## src/rtl/hazard_pkg.sv

```systemverilog
// Shared types for the hazard-light display: mode decode, pattern states, reset pattern.
// Latency: n/a (types and constants only).
// Backpressure: n/a.
package hazard_pkg;

  // Synchronised mode-switch value; RSVD behaves exactly like CALM.
  typedef enum logic [1:0] {
    CALM = 2'b00,
    R2L  = 2'b01,
    L2R  = 2'b10,
    RSVD = 2'b11
  } mode_t;

  // Pattern states; each encoding is the LED pattern shown (bit2 = leftmost LED).
  typedef enum logic [2:0] {
    CENTER = 3'b010,
    OUT    = 3'b101,
    LEFT   = 3'b100,
    RIGHT  = 3'b001
  } state_t;

  localparam logic [2:0] LED_RESET = 3'b010;

endpackage

```

## src/rtl/hazard_light_ctrl_tick_gen.sv

```systemverilog
// Prescaler: pulses tick for one cycle every DIV enabled clk cycles.
// Latency: combinational tick from the counter; first tick on the DIV-th enabled cycle after reset.
// Backpressure: en=0 freezes the count and suppresses tick; no other stall input.
//
// Ports:
//   clk   in  1  system clock
//   reset in  1  synchronous active-high reset, clears the count
//   en    in  1  count enable
//   tick  out 1  high in the enabled cycle where the count wraps
module tick_gen #(
  parameter int DIV = 25_000_000
) (
  input  logic clk,
  input  logic reset,
  input  logic en,
  output logic tick
);

  // Derived width; DIV=1 still needs a 1-bit counter that simply stays at zero.
  localparam int CW = (DIV > 1) ? $clog2(DIV) : 1;
  localparam logic [CW-1:0] LAST = CW'(DIV - 1);

  logic [CW-1:0] cnt_q;
  logic [CW-1:0] cnt_d;
  logic          wrap;

  assign wrap = (cnt_q == LAST);
  // en gates the tick combinationally so dropping en in the wrap cycle cancels the step.
  assign tick = en & wrap;

  always_comb begin
    cnt_d = cnt_q;
    if (en) begin
      cnt_d = wrap ? '0 : cnt_q + 1'b1;
    end
  end

  always_ff @(posedge clk) begin
    if (reset) begin
      cnt_q <= '0;
    end else begin
      cnt_q <= cnt_d;
    end
  end

endmodule

```

## src/rtl/hazard_light_ctrl.sv

```systemverilog
// Hazard-light sequencer: syncs the mode switches, divides clk to a step tick, steps the LED pattern.
// Latency: mode lags sw by 2 clk; led and tick update 1 clk after the prescaler wrap.
// Backpressure: en=0 freezes prescaler, pattern and tick; the switch synchroniser keeps running.
//
// Ports:
//   clk   in  1  system clock
//   reset in  1  synchronous active-high reset
//   sw    in  2  mode select, asynchronous to clk (00 calm, 01 R2L, 10 L2R, 11 as calm)
//   en    in  1  run enable
//   led   out 3  registered pattern, bit2 = leftmost LED
//   tick  out 1  one-cycle pulse coincident with each led step
module hazard_light_ctrl
  import hazard_pkg::*;
#(
  parameter int DIV = 25_000_000
) (
  input  logic       clk,
  input  logic       reset,
  input  logic [1:0] sw,
  input  logic       en,
  output logic [2:0] led,
  output logic       tick
);

  logic [1:0] sync1_q;
  logic [1:0] sync2_q;
  mode_t      mode;
  logic       tick_int;
  state_t     state_q;
  state_t     state_d;
  logic       tick_q;

  // Two-flop synchroniser for the switch inputs; not gated by en.
  always_ff @(posedge clk) begin
    if (reset) begin
      sync1_q <= 2'b00;
      sync2_q <= 2'b00;
    end else begin
      sync1_q <= sw;
      sync2_q <= sync1_q;
    end
  end

  assign mode = mode_t'(sync2_q);

  tick_gen #(
    .DIV(DIV)
  ) u_tick_gen (
    .clk  (clk),
    .reset(reset),
    .en   (en),
    .tick (tick_int)
  );

  // Next pattern. Only a tick advances the pattern; the mode seen in the tick cycle picks the step.
  always_comb begin
    state_d = state_q;
    case (state_q)
      CENTER: begin
        if (tick_int) begin
          case (mode)
            R2L:     state_d = LEFT;
            L2R:     state_d = RIGHT;
            default: state_d = OUT;
          endcase
        end
      end
      OUT: begin
        if (tick_int) state_d = CENTER;
      end
      LEFT: begin
        if (tick_int) state_d = (mode == R2L) ? RIGHT : CENTER;
      end
      RIGHT: begin
        if (tick_int) state_d = (mode == L2R) ? LEFT : CENTER;
      end
      // Unreachable encodings recover straight to the centre pattern.
      default: state_d = CENTER;
    endcase
  end

  always_ff @(posedge clk) begin
    if (reset) begin
      state_q <= state_t'(LED_RESET);
      tick_q  <= 1'b0;
    end else begin
      state_q <= state_d;
      tick_q  <= tick_int;
    end
  end

  assign led  = state_q;
  assign tick = tick_q;

endmodule

```

## config.mk

```make
export PLATFORM = sky130hd
export DESIGN_NAME = hazard_light_ctrl
export DESIGN_NICKNAME = d
export VERILOG_FILES = /design/src/rtl/hazard_pkg.sv /design/src/rtl/hazard_light_ctrl_tick_gen.sv /design/src/rtl/hazard_light_ctrl.sv
export SDC_FILE = /design/constraint.sdc
export NUM_CORES = 1
export LEC_CHECK = 0
export ABC_AREA = 1
export CAP_MARGIN = 20
export CORE_UTILIZATION = 50
export DETAILED_ROUTE_END_ITERATION = 8
export DONT_BUFFER_PORTS = 1
export HOLD_SLACK_MARGIN = 0.06
export PLACE_DENSITY_LB_ADDON = 0.15
export SLEW_MARGIN = 20
export SYNTH_ARGS = -nofsm -noshare
export SYNTH_HDL_FRONTEND = slang
export SYNTH_SLANG_ARGS = --single-unit
```

## constraint.sdc

```tcl
create_clock -name clk -period 1.4 [get_ports clk]
set_input_delay 0.28 -clock clk [delete_from_list [all_inputs] [get_ports clk]]
set_output_delay 0.28 -clock clk [all_outputs]
set_load 0.01 [all_outputs]
```

; ---- After elaboration in Yosys (flattened, before gate mapping)
; Cells that the tools add are included.
; W data, S select, Z words.
[totals]
inputBits = 5
ff_bits = 33
[op_classes]
add_sub_neg = 1
bitwise_logic = 1
n_reduce_logical = 1
n_eq_ne = 11
muxes = 9
[ops]
columns = cell, count
row1 = $add A25 B1 Y25 const B, 1
row2 = $eq A25 B25 Y1 const B, 1
row3 = $mux W25, 1
row4 = $mux W3, 5
row5 = $pmux W3 S4, 1
row6 = $ne A2 B2 Y1 const B, 4
row7 = $eq A3 B3 Y1 const B, 2
row8 = $pmux W3 S2, 1
row9 = $reduce_and A4 Y1, 1
row10 = $eq A3 B1 Y1 const B, 1
row11 = $eq A3 B2 Y1 const B, 1
row12 = $eq A2 B1 Y1 const B, 1
row13 = $eq A2 B2 Y1 const B, 1
row14 = $mux W2, 1
row15 = $and A1 B1 Y1, 1

; ---- Longest topological paths before layout
; Gate-level depths: netlist of the first run.
[logic_depth]
word_depth = 4
depth_mapped = 10

; ---- By module
; Synthesis of the first run repeated with hierarchy kept, for this count alone.
[hier_totals]
cells_unflattened = 286
area_unflattened_um2 = 1859.3
[modules_own_cells]
columns = module, area_per_inst_um2, cells_per_inst, seq_area_each_um2, n_inst
row1 = tick_gen, 1478.9, 229, 500.5, 1
row2 = hazard_light_ctrl, 380.4, 57, 160.2, 1

; ---- Worst setup path before layout of the first run
; Ideal clock, no wire load.
[synth_path]
kind = register to register
from = register u_tick_gen.cnt_q[0]
to = register state_q[2] (netlist: led[2])
t_arrival_ns = 1.249
stages_incl_launch_ff = 10
slack_ns = 0.038
cell_sequence = dfxtp_1 -> ha_1 -> nand3_1 -> nor2_1 -> nand2_1 -> nor2_1 -> nor2_2 -> buf_6 -> nand2_1 -> nand2_1
[synth_via]
elab_chain_cells = 4
word_cells_on_any_way = 7
[synth_rtl]
columns = element, line_no
row1 = from (decl), hazard_light_ctrl_tick_gen.sv:23  ; logic [CW-1:0] cnt_q;
row2 = from (signal assigned), hazard_light_ctrl_tick_gen.sv:42  ; cnt_q <= cnt_d;
row3 = $eq A25 B25 Y1 (*), hazard_light_ctrl_tick_gen.sv:27  ; assign wrap = (cnt_q == LAST);
row4 = $and A1 B1 Y1 (*), hazard_light_ctrl_tick_gen.sv:29  ; assign tick = en & wrap;
row5 = $ne A2 B2 Y1 (no source line), --
row6 = $reduce_and A4 Y1 (no source line) (*), --
row7 = to (signal assigned), hazard_light_ctrl.sv:84  ; state_q <= state_t'(LED_RESET);
row8 = to (signal assigned), hazard_light_ctrl.sv:87  ; state_q <= state_d;
row9 = to (decl), hazard_light_ctrl.sv:29  ; state_t state_q;
; Every way passes the cells marked *; elsewhere a longest branch is shown, timed or not.
; A chain may end at the register's enable or synchronous reset.

; ---- Worst setup path in the final report of the first run
[layout_path]
from = register u_tick_gen.cnt_q[0]
to = register u_tick_gen.cnt_q[10]
[layout_via]
elab_chain_cells = 2
word_cells_on_any_way = 3
[layout_rtl]
columns = element, line_no
row1 = $add A25 B1 Y25 or $eq A25 B25 Y1 (tied branches), "hazard_light_ctrl_tick_gen.sv:34, hazard_light_ctrl_tick_gen.sv:27"
row2 = $mux W25 (*), hazard_light_ctrl_tick_gen.sv:34  ; cnt_d = wrap ? '0 : cnt_q + 1'b1;
; Marked as above.

==> qor.yml, run 1 <==
status:
  status: "complete, no violations"
sta:
  fin_crit_ps: 1370
  period_share: 0.975
  timing.slew.headroom: 0.685
  setup_viol: 0
  fin_hold_ws_ps: 69.3
  final.setup.tns_ps: 0
  max_freq_mhz: 732
  worstMarginPinSlew_ps: 471
  rsz0062_at_grt: "yes"
  slew_violations: 0
  hold_viol: 0
  layout_setup_ws_ps: 34.3
  clock_skew_ps: 9.56
drt:
  ant_nets: 0
  num_vias: 1740
  drt_wl_total_mm: 4.33
  avgRoutedWirePerCell_um: 12.2
  drt_iter0_drc: 77
  route.detailed.drc: 0
  viasPerCell: 4.90
  first_pass_iters: 4
yosys:
  syn_area_mm2: 0.00178
  yosys_warnings: 0
  synth_seq_cells: 33
  synthesis.nets: 283
  synth_cells: 277
  ys_seq_area_frac: 0.371
  avgSynthCellArea_um2: 6.44
  yosysUniqueCellTypes: 23
floorplanning:
  rows: 21
  die_w_um: 61.7
  dieArea_mm2: 0.00381
  floorplan.die.height_um: 61.7
  initial_core_util: 0.530
  coreArea_mm2: 0.00336
  boundaryPins: 9
clocking:
  h-tree-depth: 2
  clk_root_buffer_cell: "clkbuf_4"
  clk_latency_ps: 340
  clk_pin_slew_ps: 100
  clock-sinks: 33
  numCtsBuffers: 5
  cts_tree: "yes"
  clockBufferDepth: 2
critical_path:
  slowest_delay_ps: 380
  cpMostUsedCell: "buf_4"
  start_kind: "flip-flop"
  crit_type: "flip-flop to flip-flop"
  cp_top_family: "flip-flops"
  cp-end-kind: "flip-flop"
  worst-path-buf-inv: 2
  crit_path_max_fanout: 3
  worstPathCellList: "ha_4 > nand2_4 > nor2_4 > buf_4 > buf_4 > nand4_1 > xor2_1 > nor2_1"
  critPathRequiredTime_ps: 1620
  critPathSlowestCell: "dfxtp_4"
  worstPathArrival_ps: 1580
final_layout:
  regArea_um2: 681
  fin_cells: 355
  fill_cells: 301
  multi_input_area_mm2: 0.00110
  design_area_mm2: 0.00223
  diodes: 0
  layout.nets: 314
  drive_gt1_frac: 0.265
  area_growth_pct: 25.1
run:
  maxCapViolations: 0
placed_design:
  placed_area_mm2: 0.00198
  place_hpwl_mm: 3.09
  dp_cells: 341
  dp_slack_ps: -219
  portBuffers: 0
  gp_congestion: 0.851
pwr:
  cellLeakagePower_nw: 0.935
  p_per_area_mw_per_mm2: 848
  vdd_drop_max_mv: 0.476
grt:
  grt_pass1_vias: 1476
  grt_overflow: 0
  grt_usage: 0.242
  grt_pass1_wl_mm: 6.56
  grt_max_degree: 16
  antenna_found_initial: 0
hold_path:
  hold_class: "primary input to flip-flop"
through the flow:
stage,utilization,power (mW)
floorplan,-,1.29
global placement,0.589,1.33
global route,0.663,1.98
detailed placement,0.589,1.34
finish,0.663,1.89
CTS,0.626,1.87
layout make-up:
type,instances,share of cell area
Sequential cell,33,0.305
Clock buffer,8,0.0219
Multi-Input combinational cell,206,0.494
Tap cell,46,0.0258
Inverter,37,0.0623
Timing Repair Buffer,25,0.0909
layout by cell type (no fill, tap or decap), types with 2 or more instances in the layout:
cell type | Yosys | routed
inv_1 | 34 | 30
nand2_2 | 0 | 7
dfxtp_4 | 0 | 2
inv_2 | 3 | 7
nand3_2 | 3 | 5
nor2_4 | 2 | 10
nor2_2 | 4 | 6
buf_6 | 1 | 2
nand3_1 | 16 | 12
dfxtp_2 | 0 | 10
dlygate4sd3_1 | 0 | 3
nand2_4 | 2 | 2
nor3_1 | 4 | 4
xnor2_1 | 3 | 3
nor2_1 | 75 | 67
nand2_1 | 67 | 60
nand4_1 | 10 | 10
buf_4 | 0 | 20
clkbuf_1 | 2 | 3
a21oi_1 | 7 | 7
xor2_1 | 5 | 5
nand3_4 | 0 | 2
clkbuf_4 | 0 | 5
dfxtp_1 | 33 | 21
layer usage:
layer | vias to the layer above | global-route usage | routed length, µm | part of all wire
met5 | - | 0 | 0 | 0
met4 | 0 | 0.0952 | 47 | 0.011
met3 | 7 | 0.0559 | 283 | 0.065
met2 | 38 | 0.386 | 2050 | 0.47
met1 | 771 | 0.319 | 1950 | 0.45
li1 | 924 | - | - | -
state kept, by name, summed over array words and instances (netlist names):
signal and flops:
led 3, tick 1, u_tick_gen.cnt_q 25, sync1_q 2, mode 2
kinds of logic after synthesis:
| family | synth area share |
|---|---|
| fa+ha+maj | 0.00702 |
| buf+inv | 0.0884 |
| simple gates | 0.467 |
| compound gates | 0.0274 |
| flops | 0.371 |
| xor+xnor | 0.0393 |
what timing repair did:
item                                    in CTS  in global routing
gates cloned                                 1                  1
hold buffers                                 3                  0
endpoints found under the hold margin       12                  0
setup buffers                                0                  1
pin swaps                                    5                 20
endpoints found under the setup margin      16                 23
gates resized for setup                      9                 41
final timing paths:
kind	from	endpoint	slack (ps)	depth (start not counted)
setup / recovery	u_tick_gen.cnt_q[0]	u_tick_gen.cnt_q[10]	30	8
hold / removal	en	u_tick_gen.cnt_q[0]	70	2
setup reg to reg	u_tick_gen.cnt_q[0]	u_tick_gen.cnt_q[10]	30	8
hold reg to reg	sync1_q[1]	mode[1]	410	2
report_power, final:
| group | switching, mW | internal, mW |
|---|---|---|
| clock network | 0.324 | 0.200 |
| registers | 0.0515 | 0.984 |
| logic | 0.205 | 0.126 |
| total | 0.581 | 1.31 |
worst register-to-register path, stage by stage (launching register included):
cell and delay [ps]:
dfxtp_4 380, ha_4 160, nand2_4 60, nor2_4 140, buf_4 130, buf_4 100
nand4_1 90, xor2_1 140, nor2_1 50
Yosys cell counts:
cell type,n,share of area
nor2_2,4,0.014
nand3_2,3,0.017
and2_2,1,0.0042
nor3_2,1,0.0056
nor2_4,2,0.013
clkbuf_1,2,0.0042
nand2_4,2,0.013
xnor2_1,3,0.015
o22ai_1,1,0.0035
inv_2,3,0.0063
nand2_1,67,0.14
nand3_1,16,0.045
inv_1,34,0.072
ha_1,1,0.0070
a21oi_1,7,0.020
nor2_1,75,0.16
nor2_8,1,0.011
o21a_1,1,0.0042
nor3_1,4,0.011
buf_6,1,0.0063
dfxtp_1,33,0.37
nand4_1,10,0.035
xor2_1,5,0.025
No activity file was read; power rests on OpenSTA's default activity.
==> run 2: changes to the inputs <==
--- a/config.mk
+++ b/config.mk
@@ -7,6 +7,7 @@
 export LEC_CHECK = 0
 export ABC_AREA = 1
 export CAP_MARGIN = 20
+export CORE_MARGIN = 2
 export CORE_UTILIZATION = 50
 export DETAILED_ROUTE_END_ITERATION = 8
 export DONT_BUFFER_PORTS = 1
==> run 2 against run 1 <==
Against the previous run:
- total power is 0.38% lower
- critical endpoint is now u_tick_gen.cnt_q[23]
- clock-buffer cell count is 3 lower
- critical path type unchanged
- critical path depth is 1 higher
- worst setup slack better by 3.5 ps
- sequential power hardly changed
- final cell count is 1.7% higher
- highest routed layer unchanged
==> qor.yml, run 2 (synthesis results as in run 1) <==
clocking:
  h-tree-depth: 2  # unchanged
  clk_latency_ps: 340  # about the same
  clk_pin_slew_ps: 110  # about the same
  clk_root_buffer_cell: "clkbuf_4"
  cts_tree: "yes"
  numCtsBuffers: 5  # unchanged
  clockBufferDepth: 2  # unchanged
  clock-sinks: 33  # unchanged
sta:
  clock_skew_ps: 4.38  # -5.18 ps
  setup_viol: 0  # unchanged
  rsz0062_at_grt: "yes"
  hold_viol: 0  # unchanged
  max_freq_mhz: 734  # +0.26%
  fin_hold_ws_ps: 74.7  # +5.35 ps
  slew_violations: 0  # unchanged
  period_share: 0.973  # -0.00252
  fin_crit_ps: 1360  # -3.53 ps
  final.setup.tns_ps: 0  # unchanged
  worstMarginPinSlew_ps: 464  # -6.90 ps
  timing.slew.headroom: 0.690  # +0.00461
final_layout:
  layout.nets: 320  # +1.9%
  layout_commonest_cell: "nor2_1"
  multi_input_area_mm2: 0.00107  # -3.0%
  regArea_um2: 683  # +0.37%
  mostFrequentLayoutCells: "67 x nor2_1, 64 x nand2_1, 33 x inv_1"
  fill_cells: 311  # +3.3%
  diodes: 0  # unchanged
  area_growth_pct: 26.1
  drive_gt1_frac: 0.283  # +0.0172
  top_register: "u_tick_gen.cnt_q"
  largest_register_ffs: 25  # unchanged
  design_area_mm2: 0.00225  # +0.79%
drt:
  viasPerCell: 4.95  # +0.94%
  first_pass_iters: 4  # unchanged
  route.detailed.drc: 0  # unchanged
  avgRoutedWirePerCell_um: 12.2  # +0.27%
  ant_nets: 0  # unchanged
  drt_wl_total_mm: 4.42  # +2.0%
  num_vias: 1786  # +2.6%
  drt_iter0_drc: 89  # +16%
critical_path:
  r2r_cells: 9  # +1
  cp-end-kind: "flip-flop"
  critPathSlowestCell: "dfxtp_2"
  cp_top_family: "simple AND/OR/NAND/NOR gates"
  critPathRequiredTime_ps: 1640  # +20 ps
  timing.rr.end: "u_tick_gen.cnt_q[23]"
  rrSetupSlack_ps: 40  # about the same
  regToRegStartpoint: "u_tick_gen.cnt_q[5]"
  crit_path_max_fanout: 8  # +5
  worstPathArrival_ps: 1600  # +20 ps
  worstPathCellList: "inv_2 > nor2_2 > nand2_1 > nor2_2 > nand2_2 > nor2_4 > nor2_4 > nand2_1 > nor2_1"
  crit_type: "flip-flop to flip-flop"
  worst-path-buf-inv: 1  # -1
  slowest_delay_ps: 380  # about the same
  start_kind: "flip-flop"
grt:
  antenna_found_initial: 0  # unchanged
  grt_pass1_vias: 1641  # +11%
  grt_pass1_wl_mm: 7.17  # +9.3%
  grt_overflow: 0  # unchanged
  grt_max_degree: 16  # unchanged
  grt_usage: 0.226  # -0.0164
pwr:
  p_per_area_mw_per_mm2: 838  # -1.2%
  vdd_drop_max_mv: 0.434  # -8.9%
  p_total_mw: 1.88  # -0.38%
  cellLeakagePower_nw: 0.974  # +4.1%
placed_design:
  portBuffers: 0  # unchanged
  place_hpwl_mm: 3.04  # -1.6%
  placed_area_mm2: 0.00201  # +1.5%
  gp_congestion: 0.893  # +4.9%
floorplanning:
  initial_core_util: 0.526  # -0.00411
  rows: 21  # unchanged
  coreArea_mm2: 0.00339  # +0.78%
  die_w_um: 63.7  # +3.2%
  floorplan.die.height_um: 63.7  # +3.2%
  boundaryPins: 9  # unchanged
  dieArea_mm2: 0.00406  # +6.6%
hold_path:
  worstHoldPathCells: 2  # unchanged
  min_to: "u_tick_gen.cnt_q[0]"
  hold_start: "en"
  hold_class: "primary input to flip-flop"
status:
  status: "complete, no violations"
run:
  maxCapViolations: 0  # unchanged
-- run 2: where the power goes --
part           leakage, nW  total (mW)  internal [mW]  switching [mW]
clock network       0.0310       0.539          0.189           0.350
logic                0.667       0.307          0.119           0.187
registers            0.276        1.04          0.987          0.0520
-- run 2: how the worst max path moves through the flow --
stage / start / end / slack [ps] / cells past startpoint
floorplan: u_tick_gen.cnt_q[0] / led[2] / 40 / 9
detailed placement: u_tick_gen.cnt_q[0] / u_tick_gen.cnt_q[15] / -190 / 8
CTS: u_tick_gen.cnt_q[0] / u_tick_gen.cnt_q[19] / 3 / 8
global placement: u_tick_gen.cnt_q[0] / u_tick_gen.cnt_q[14] / -140 / 8
finish: u_tick_gen.cnt_q[5] / u_tick_gen.cnt_q[23] / 40 / 9
global route: u_tick_gen.cnt_q[5] / u_tick_gen.cnt_q[19] / -70 / 9
-- run 2: per-layer routing --
metal,vias to the layer above,global-route usage,share of wire
li1,925,-,-
met2,30,0.372,0.48
met4,0,0.0679,0.012
met3,6,0.0536,0.033
met1,825,0.292,0.48
met5,-,0,0
-- run 2: timing repair --
item,in CTS,in global routing
buffers inserted,0,3
endpoints found under the hold margin,12,0
setup endpoints to repair,15,26
pin swaps,0,23
hold buffers,3,0
gates cloned,1,1
gates resized for setup,2,40
-- run 2: final cells by class --
type | instances | area share
multi-input combinational | 206 | 0.476
sequential | 33 | 0.304
timing repair buffer | 31 | 0.109
inverter | 37 | 0.0618
tap | 46 | 0.0256
clock buffer | 5 | 0.0167
clock inverter | 3 | 0.00779
-- run 2: metrics by stage --
stage | util | setup WS [ps] | instances
final | 0.663 | 37.8 | 361
after global routing | 0.663 | -73.6 | 361
after CTS | 0.623 | 3.31 | 357
after detailed placement | 0.593 | -190 | 345
after global placement | 0.593 | -135 | 345
after floorplan | - | 38.4 | 277
==> run 3: changes to the inputs <==
--- a/config.mk
+++ b/config.mk
@@ -7,8 +7,8 @@
 export LEC_CHECK = 0
 export ABC_AREA = 1
 export CAP_MARGIN = 20
-export CORE_MARGIN = 2
-export CORE_UTILIZATION = 50
+export CORE_MARGIN = 8
+export CORE_UTILIZATION = 40
 export DETAILED_ROUTE_END_ITERATION = 8
 export DONT_BUFFER_PORTS = 1
 export HOLD_SLACK_MARGIN = 0.06
==> run 3 against run 2 <==
Against the previous run:
- worst setup slack worse by 5.8 ps
- sequential share of layout area is 1.3 points lower
- non-clock buffer count is 4 higher
- total power is 10% higher
- final cell count is 2.8% higher
- critical path depth stayed put
==> qor.yml, run 3 (synthesis results as in run 1) <==
clocking:
  clk_latency_ps: 290  # -50 ps
  clk_root_buffer_cell: "clkbuf_8"
  clockBufferDepth: 2  # unchanged
  cts_tree: "yes"
  h-tree-depth: 2  # unchanged
  clock-sinks: 33  # unchanged
  numCtsBuffers: 5  # unchanged
  clk_pin_slew_ps: 70  # -40 ps
grt:
  met2_usage: 0.226  # -0.146
  grt_pass1_wl_mm: 7.27  # +1.4%
  grt_max_degree: 16  # unchanged
  grt_overflow: 0  # unchanged
  grt_usage: 0.139  # -0.0866
  grt_pass1_vias: 1624  # -1.0%
  gr-usage-met1: 0.172  # -0.120
  antenna_found_initial: 0  # unchanged
  top_usage_layer: "met2"
  gr-usage-met3: 0.0357  # -0.0179
drt:
  drt_iter0_drc: 129  # +45%
  ant_nets: 0  # unchanged
  drt_wl_total_mm: 4.62  # +4.6%
  route.detailed.drc: 0  # unchanged
  num_vias: 1766  # -1.1%
  first_pass_iters: 4  # unchanged
  avgRoutedWirePerCell_um: 12.4  # +1.8%
  viasPerCell: 4.76  # -3.8%
sta:
  rsz0062_at_grt: "yes"
  max_freq_mhz: 731  # -0.42%
  timing.slew.headroom: 0.716  # +0.0259
  layout_setup_ws_ps: 32.1  # -5.76 ps
  clock_skew_ps: 7.26  # +2.88 ps
  hold_viol: 0  # unchanged
  period_share: 0.977  # +0.00412
  setup_viol: 0  # unchanged
  worstMarginPinSlew_ps: 425  # -38.7 ps
  slew_violations: 0  # unchanged
  final.setup.tns_ps: 0  # unchanged
  fin_crit_ps: 1370  # +5.76 ps
pwr:
  vdd_drop_max_mv: 0.446  # +2.7%
  p_total_mw: 2.07  # +10%
  p_seq_frac: 0.502  # -0.049
  p_per_area_mw_per_mm2: 890  # +6.2%
  swShare: 0.298  # -0.0145
  p_sw_mw: 0.618  # +5.0%
  p_int_mw: 1.46  # +12%
  p_comb_frac: 0.154  # -0.009
  clockPowerShare: 0.343  # +0.057
  cellLeakagePower_nw: 1.01  # +3.3%
critical_path:
  rrSetupSlack_ps: 30  # about the same
  cp-end-kind: "flip-flop"
  worstPathCellList: "ha_4 > nand2_4 > nor2_4 > nand2_4 > nor2_8 > nand3_2 > nand2_1 > nand2_1 > nor2_1"
  regToRegStartpoint: "u_tick_gen.cnt_q[0]"
  crit_type: "flip-flop to flip-flop"
  slowest_delay_ps: 370  # about the same
  start_kind: "flip-flop"
  critPathSlowestCell: "dfxtp_2"
  crit_path_max_fanout: 5  # -3
  critPathRequiredTime_ps: 1630  # about the same
  timing.rr.end: "u_tick_gen.cnt_q[22]"
  worstPathArrival_ps: 1600  # about the same
  r2r_cells: 9  # unchanged
final_layout:
  layout_commonest_cell: "nor2_1"
  largest_register_ffs: 25  # unchanged
  diodes: 0  # unchanged
  layout.nets: 324  # +1.3%
  mostFrequentLayoutCells: "65 x nor2_1, 62 x nand2_1, 32 x inv_1"
  fill_cells: 446  # +43%
  fin_cells: 371  # +2.8%
  top_register: "u_tick_gen.cnt_q"
  drive_gt1_frac: 0.298  # +0.0153
  area_growth_pct: 30.7
floorplanning:
  floorplan.die.height_um: 82.8  # +30%
  rows: 24  # +14%
  dieArea_mm2: 0.00685  # +69%
  initial_core_util: 0.412  # -0.114
  boundaryPins: 9  # unchanged
  die_w_um: 82.8  # +30%
  coreArea_mm2: 0.00432  # +28%
hold_path:
  hold_start: "reset"
  min_to: "led[1]"
  hold_class: "primary input to flip-flop"
  worstHoldPathCells: 2  # unchanged
status:
  status: "complete, no violations"
placed_design:
  portBuffers: 0  # unchanged
  place_hpwl_mm: 3.19  # +5.1%
  dp_cells: 354  # +2.6%
  gp_congestion: 0.810  # -9.4%
  dp_slack_ps: -221  # -31.8 ps
run:
  maxCapViolations: 0  # unchanged
==> run 3: changes by cell type in the layout (fill, tap and decap cells not counted), moves of 3 or more <==
cell and delta:
clkbuf_4 -5, buf_4 +3, buf_6 +3, clkbuf_8 +5, dfxtp_1 +4, dfxtp_2 -4
==> run 3: per-stage QoR <==
step / hold WS [ps] / instance area, µm² / util
after floorplan: 387 / 1780 / -
after global placement: 355 / 2040 / 0.472
after detailed placement: 356 / 2040 / 0.472
after CTS: 80.3 / 2160 / 0.499
after global routing: 71.1 / 2330 / 0.539
final: 74.5 / 2330 / 0.539
==> run 3: cell type report <==
class                           instances  area [µm²]  share of cell area
Clock buffer                            6        72.6              0.0311
Clock inverter                          2        10.0             0.00430
Inverter                               37         139              0.0596
Multi-Input combinational cell        206        1080               0.466
Sequential cell                        33         678               0.291
Tap cell                               52        65.1              0.0279
Timing Repair Buffer                   35         280               0.120
==> run 3: metal layers <==
metal	vias to the layer above	routed length, µm
met3	7	136
met1	798	2190
met4	0	58
met5	-	0
li1	939	-
met2	22	2230
==> run 3: how the worst max path moves through the flow <==
| stage | slack (ps) | end | startpoint |
|---|---|---|---|
| finish | 30 | u_tick_gen.cnt_q[22] | u_tick_gen.cnt_q[0] |
| CTS | -10 | u_tick_gen.cnt_q[22] | u_tick_gen.cnt_q[0] |
| detailed placement | -220 | u_tick_gen.cnt_q[22] | u_tick_gen.cnt_q[0] |
| floorplan | 40 | led[2] | u_tick_gen.cnt_q[0] |
| global route | -50 | u_tick_gen.cnt_q[22] | u_tick_gen.cnt_q[0] |
| global placement | -150 | u_tick_gen.cnt_q[16] | u_tick_gen.cnt_q[0] |
==> run 3: power groups by stage <==
| stage | sequential, mW | combinational [mW] | clock (mW) |
|---|---|---|---|
| after floorplan | 1.05 | 0.240 | 0 |
| after global routing | 1.05 | 0.360 | 0.753 |
| after CTS | 1.04 | 0.290 | 0.718 |
| after detailed placement | 1.06 | 0.279 | 0 |
| after global placement | 1.06 | 0.282 | 0 |
| final | 1.04 | 0.320 | 0.712 |
==> run 3: what timing repair did <==
| item | CTS | global route |
|---|---|---|
| pin swaps | 3 | 19 |
| gates resized for setup | 2 | 46 |
| hold buffers | 1 | 0 |
| gates cloned | 1 | 1 |
| endpoints found under the hold margin | 11 | 0 |
| endpoints found under the setup margin | 15 | 27 |
| setup buffers | 1 | 5 |
==> run 3: worst max-delay path, delay by kind of cell, from the launching register on <==
kind          cells  cell delay [ps]
flops             1              370
fa+ha+maj         1              160
simple gates      8              770
